[src/rtl/regfile_write_arbiter.sv]
// Round-robin write-back arbiter for the register-file write port (WE3/A3/WD3),
// with x0 write suppression and same-cycle read bypass for RD1/RD2.
module regfile_write_arbiter #(
  parameter int unsigned XLEN = 32,
  parameter int unsigned AW   = 5
) (
  input  logic            clk,
  input  logic            rst,
  input  logic            wb_hold,
  input  logic            req0_valid,
  input  logic [AW-1:0]   req0_addr,
  input  logic [XLEN-1:0] req0_data,
  output logic            req0_ready,
  input  logic            req1_valid,
  input  logic [AW-1:0]   req1_addr,
  input  logic [XLEN-1:0] req1_data,
  output logic            req1_ready,
  output logic            WE3,
  output logic [AW-1:0]   A3,
  output logic [XLEN-1:0] WD3,
  input  logic [AW-1:0]   ra1,
  input  logic [AW-1:0]   ra2,
  input  logic [XLEN-1:0] rd1_in,
  input  logic [XLEN-1:0] rd2_in,
  output logic [XLEN-1:0] rd1_out,
  output logic [XLEN-1:0] rd2_out,
  output logic [15:0]     write_cnt
);

  logic            last_grant;
  logic            grant0;
  logic            grant1;
  logic [AW-1:0]   win_addr;
  logic [XLEN-1:0] win_data;

  // Round-robin grant: a lone requester wins; on a tie the one not granted last wins.
  always_comb begin
    grant0 = 1'b0;
    grant1 = 1'b0;
    if (!rst && !wb_hold) begin
      if (req0_valid && (!req1_valid || last_grant)) begin
        grant0 = 1'b1;
      end else if (req1_valid) begin
        grant1 = 1'b1;
      end
    end
  end

  assign req0_ready = grant0;
  assign req1_ready = grant1;

  // Winner payload mux.
  always_comb begin
    win_addr = req0_addr;
    win_data = req0_data;
    if (grant1) begin
      win_addr = req1_addr;
      win_data = req1_data;
    end
  end

  // Output stage, grant history and commit counter; x0 writes are accepted but never pulse WE3.
  always_ff @(posedge clk or posedge rst) begin
    if (rst) begin
      last_grant <= 1'b1;
      WE3        <= 1'b0;
      A3         <= '0;
      WD3        <= '0;
      write_cnt  <= '0;
    end else if (grant0 || grant1) begin
      last_grant <= grant1;
      A3         <= win_addr;
      WD3        <= win_data;
      WE3        <= (win_addr != '0);
      if (win_addr != '0) begin
        write_cnt <= write_cnt + 16'(1);
      end
    end else begin
      WE3 <= 1'b0;
    end
  end

  // Forward the in-flight write to readers of the same non-zero register.
  assign rd1_out = (WE3 && (A3 == ra1) && (ra1 != '0)) ? WD3 : rd1_in;
  assign rd2_out = (WE3 && (A3 == ra2) && (ra2 != '0)) ? WD3 : rd2_in;

endmodule

[config.mk]
export PLATFORM = sky130hd
export DESIGN_NAME = regfile_write_arbiter
export DESIGN_NICKNAME = d
export VERILOG_FILES = /design/src/rtl/regfile_write_arbiter.sv
export SDC_FILE = /design/constraint.sdc
export NUM_CORES = 1
export LEC_CHECK = 0
export CORE_MARGIN = 4
export CORE_UTILIZATION = 33
export DETAILED_ROUTE_END_ITERATION = 10
export PLACE_DENSITY_LB_ADDON = 0.05
export SETUP_SLACK_MARGIN = 0.1
export SLEW_MARGIN = 20
export SYNTH_ARGS = -nofsm -noshare
export SYNTH_HDL_FRONTEND = slang
export SYNTH_SLANG_ARGS = --single-unit
[constraint.sdc]
create_clock -name clk -period 2.2 [get_ports clk]
set_input_delay 0.33 -clock clk [delete_from_list [all_inputs] [get_ports clk]]
set_output_delay 0.33 -clock clk [all_outputs]
set_load 0.1 [all_outputs]
=== After elaboration in Yosys (flattened, before gate mapping) ===
Cells that the tools add are included.
Widths: inputs -> output; s select.

* Output and inout bits: 120
* Logic and storage cells: 33
* Register bits after elaboration: 55
* Input bits: 153

* Equal/unequal tests: 2
* Reduce and logical (&&, ||, !) cells: 15
* Multiplexer cells: 10
* $add $sub $neg: 1

{| class="wikitable"
|+ Operators with widths
! cell !! count
|-
| $mux 32 || 3
|-
| $add 16x1->16 const B || 1
|-
| $reduce_bool 5->1 || 3
|-
| $eq 5x5->1 || 2
|-
| $logic_and 1x1->1 || 6
|-
| $mux 1 || 6
|-
| $mux 5 || 1
|-
| $logic_not 1->1 || 3
|-
| $logic_or 1x1->1 || 2
|-
| $reduce_and 2->1 || 1
|}

=== Depth between registers and ports, before layout ===
* Depth in word-level cells: 8
* Depth in mapped cells: 7
* Gate-level depth less buffers: 5

=== Worst setup path before layout ===
Ideal clock, no wire load.

* Path type: register to output
* Start: register A3[2]
* End: output port rd1_out[10]
* Arrival: 2.464 ns
* Path buffers: 1
* Cell stages (with the launch flop): 7
* Slack: -0.594 ns
* Path through: dfrtp_1 > xor2_1 > nor3_1 > nand3_1 > nor2_1 > buf_2 > mux2_2

* Word-level cells in the longest chain between the ends: 4

{| class="wikitable"
|+ RTL lines
! element !! RTL line !! text
|-
| start: declaration || 19 || <nowiki>output logic [AW-1:0] A3,</nowiki>
|-
| start signal: assignment || 72 || <nowiki>A3 <= win_addr;</nowiki>
|-
| $eq 5x5->1 || 84 || <nowiki>assign rd1_out = (WE3 && (A3 == ra1) && (ra1 != '0)) ? WD3 : rd1_in;</nowiki>
|-
| $logic_and 1x1->1 (2 in a row) || 84 ||
|-
| $mux 32 || 84 ||
|-
| end: declaration || 25 || <nowiki>output logic [XLEN-1:0] rd1_out,</nowiki>
|}

No other way between the ends.

=== Final worst setup path ===
* Start: input port ra1[3]
* End: output port rd1_out[24]

* Word-level cells in the longest chain between the ends: 4
* Elaborated cells between the ends (all ways): 5
* Those cells by class: 1 x eq/ne; 1 x mux; 3 x reduce/logical

{| class="wikitable"
|+ RTL lines
! element !! RTL line !! text
|-
| start: declaration || 21 || <nowiki>input logic [AW-1:0] ra1,</nowiki>
|-
| $eq 5x5->1 || 84 ||
|-
| $logic_and 1x1->1 || 84 ||
|-
| $logic_and 1x1->1 * || 84 ||
|-
| $mux 32 * || 84 ||
|}

Mark *: on every way between the ends. The rest lies on a longest branch, timed or not.

==> out/metrics.cfg <==
[floorplan]
start_util_pct=34.3
io_pins=273
die-area_sq_um=11900
rows=36
die_x_um=109
coreArea_sq_um=9860
die_h_um=109

[finish]
areaGrowthSynthToFinish_pct=123
fillers=670
mostFrequentLayoutCells=clkdlybuf4s50_1, buf_4, nand2_1, buf_12, mux2_4
final_common_cell=clkdlybuf4s50_1
postLayoutCellArea_sq_um=7530
final_nets=773
drive_above_1_share_pct=42.4

[power]
finalPower_mw=5.46
power.density_nw_per_um2=725
peakVddDrop_v=0.000838
p_leak_nw=3.39

[grt]
antenna_found_initial=1
gr-usage-met1_pct=28.5
top_usage_layer=met2
met3_usage_pct=6.51
grt_pass1_vias=3911
grtUsageMet2_pct=46.7
grt_use_total_pct=25.4
grt_overflow_total=0
grt_max_degree=56
grt_first_pass_wirelength_mm=23.0

[drt]
first_pass_iters=4
vias=3811
routed_via_density=5.05
wl_per_cell_um=21.5
drtIter0Drc=172
ant_nets=0
drcViolationCount=0
finalWirelength_mm=16.2

[timing]
slew_headroom_pct=53.3
worst_slack_ps=-405
slew_violations=0
post-route-min-period_ps=2610
rsz0062_at_grt=yes
setup_violations=64
hold_viol=0
fmax_mhz=384
skew_ps=3.94
max_slew.worst_pin.slew_ps=701
fin_crit_sh_pct=118

[synth]
synth-seq-cells=55
yosysWarnings=0
synth_flop_cell=dfrtp_1
netlist.area_leader.share_pct=40.0
synthTopCellsByArea=dfrtp_1, mux2_2, nand2_1
syn_avg_cell_area_sq_um=10.4
synth_cells=324
yosysTopAreaCell=dfrtp_1
synth-edff-count=0
yosysSeqAreaShare_pct=40.8
synth_cell_types=35
syn_nets=478
synthArstFlopShare_pct=100
syn_area_sq_um=3380

[clock_tree]
cts.clk_slew.worst_paths_ps=100
cts_made_buffers=5
hold_buffers=0
cts_tree=done
clockBufferDepth=2
cts_root_buf=clkbuf_8
clock_latency_ps=310
h-tree-depth=2
clkSinkCount=55

[worst_setup_path]
path_cells=clkdlybuf4s50_1 > xor2_1 > nor3_1 > nand3_1 > nor2_4 > buf_12 > clkbuf_16 > mux2_4 > buf_12
required_ps=1870
path_common_cell=buf_12
critPathCaptureType=output port
rr_worst_depth=4
worstPathArrival_ps=2280
critPathMaxFanout=7
critical_path_class=input port to output port
crit_slowest_cell=clkdlybuf4s50_1
critPathLaunchType=input port
cpPeakStageDelay_ps=420

[run_status]
run_status=finished with violations
violations=setup timing

[place]
placed_cell_area_sq_um=7090
io_buffer_count=272
dp_hpwl_mm=12.3
finalWeightedCongestion=0.798
place_ws_ps=-393

[job]
maxCapViolations=0

[worst_hold_path]
min_path_type=flip-flop to flip-flop
hold_depth=1

## state kept, by name (all words and copies together), names as in the netlist
name and cells:
WD3 32, last_grant 1, A3 5, WE3 1
write_cnt 16
## per-layer routing
layer,up-vias,wire (um),part of all wire (%)
met4,0,519,3.2
met1,1865,5670,35
li1,1748,-,-
met2,170,8660,53
met5,-,0,0
met3,28,1350,8.3
## worst paths after layout
check	startpoint	slack, ps	end
max reg2reg	last_grant	220	write_cnt[1]
max in group asynchronous	rst	1340	last_grant
min	write_cnt[15]	480	write_cnt[15]
max	ra1[3]	-410	rd1_out[24]
min in group asynchronous	rst	570	A3[2]
min reg2reg	write_cnt[15]	480	write_cnt[15]
## metrics by stage
step,hold slack (ps),utilization (%),setup TNS [ps],instances
global placement,468,71.9,-21770,732
finish,483,76.3,-22320,754
detailed placement,465,71.9,-21820,732
floorplan,400,-,-10520,324
global route,509,76.3,-28720,754
CTS,487,75.2,-20530,747
## cell usage after synthesis, types with 2 or more instances
cell      number
a21oi_1        3
a22oi_1       32
a311oi_4       2
and2_1         2
and2_2         2
and3_1         5
and4_1         2
buf_2         10
clkbuf_1       8
dfrtp_1       54
mux2_2        65
mux2i_1        5
nand2_1       70
nand3_1        2
nand3_2        6
nand4_1        4
nor2_1         4
nor3_1         5
nor4_1         2
o21ai_0        5
xnor2_1       14
xor2_1         9
## logic make-up (layout without fill, tap and decap cells)
logic type / count (synthesis) / after routing / synth area share [%]
compound gates: 44 / 45 / 10.3
fa+ha+maj: 1 / 1 / 0.370
xor+xnor: 23 / 23 / 5.96
other cells: 0 / 1 / 0
mux: 70 / 70 / 23.1
buf+inv: 21 / 316 / 2.96
flops: 55 / 55 / 40.8
simple gates: 110 / 110 / 16.5
## power by group
group	total, mW	internal [mW]	switching [mW]
clock network	0.702	0.369	0.333
logic	3.31	1.02	2.29
registers	1.45	1.20	0.247
## critical path: cells and delay by family
kind | cells | cell delay (ps)
buf+inv | 4 | 900
xor+xnor | 1 | 160
simple gates | 3 | 570
mux | 1 | 320
## area by class of cell
class | instances | area [sq um] | share of cell area (%)
timing repair buffer | 307 | 3650 | 48.5
multi-input combinational | 249 | 2200 | 29.2
sequential | 55 | 1390 | 18.5
tap | 133 | 166 | 2.21
clock buffer | 6 | 82.6 | 1.10
clock inverter | 2 | 35.0 | 0.465
inverter | 1 | 3.75 | 0.0498
antenna | 1 | 2.50 | 0.0332
## timing repair
action                                  CTS  global route
setup buffers                             5             5
endpoints found under the setup margin   66            74
gates resized for setup                  30            10
pin swaps                                 2             7
gates cloned                              2             2
Power figures use the tool's default switching activity.
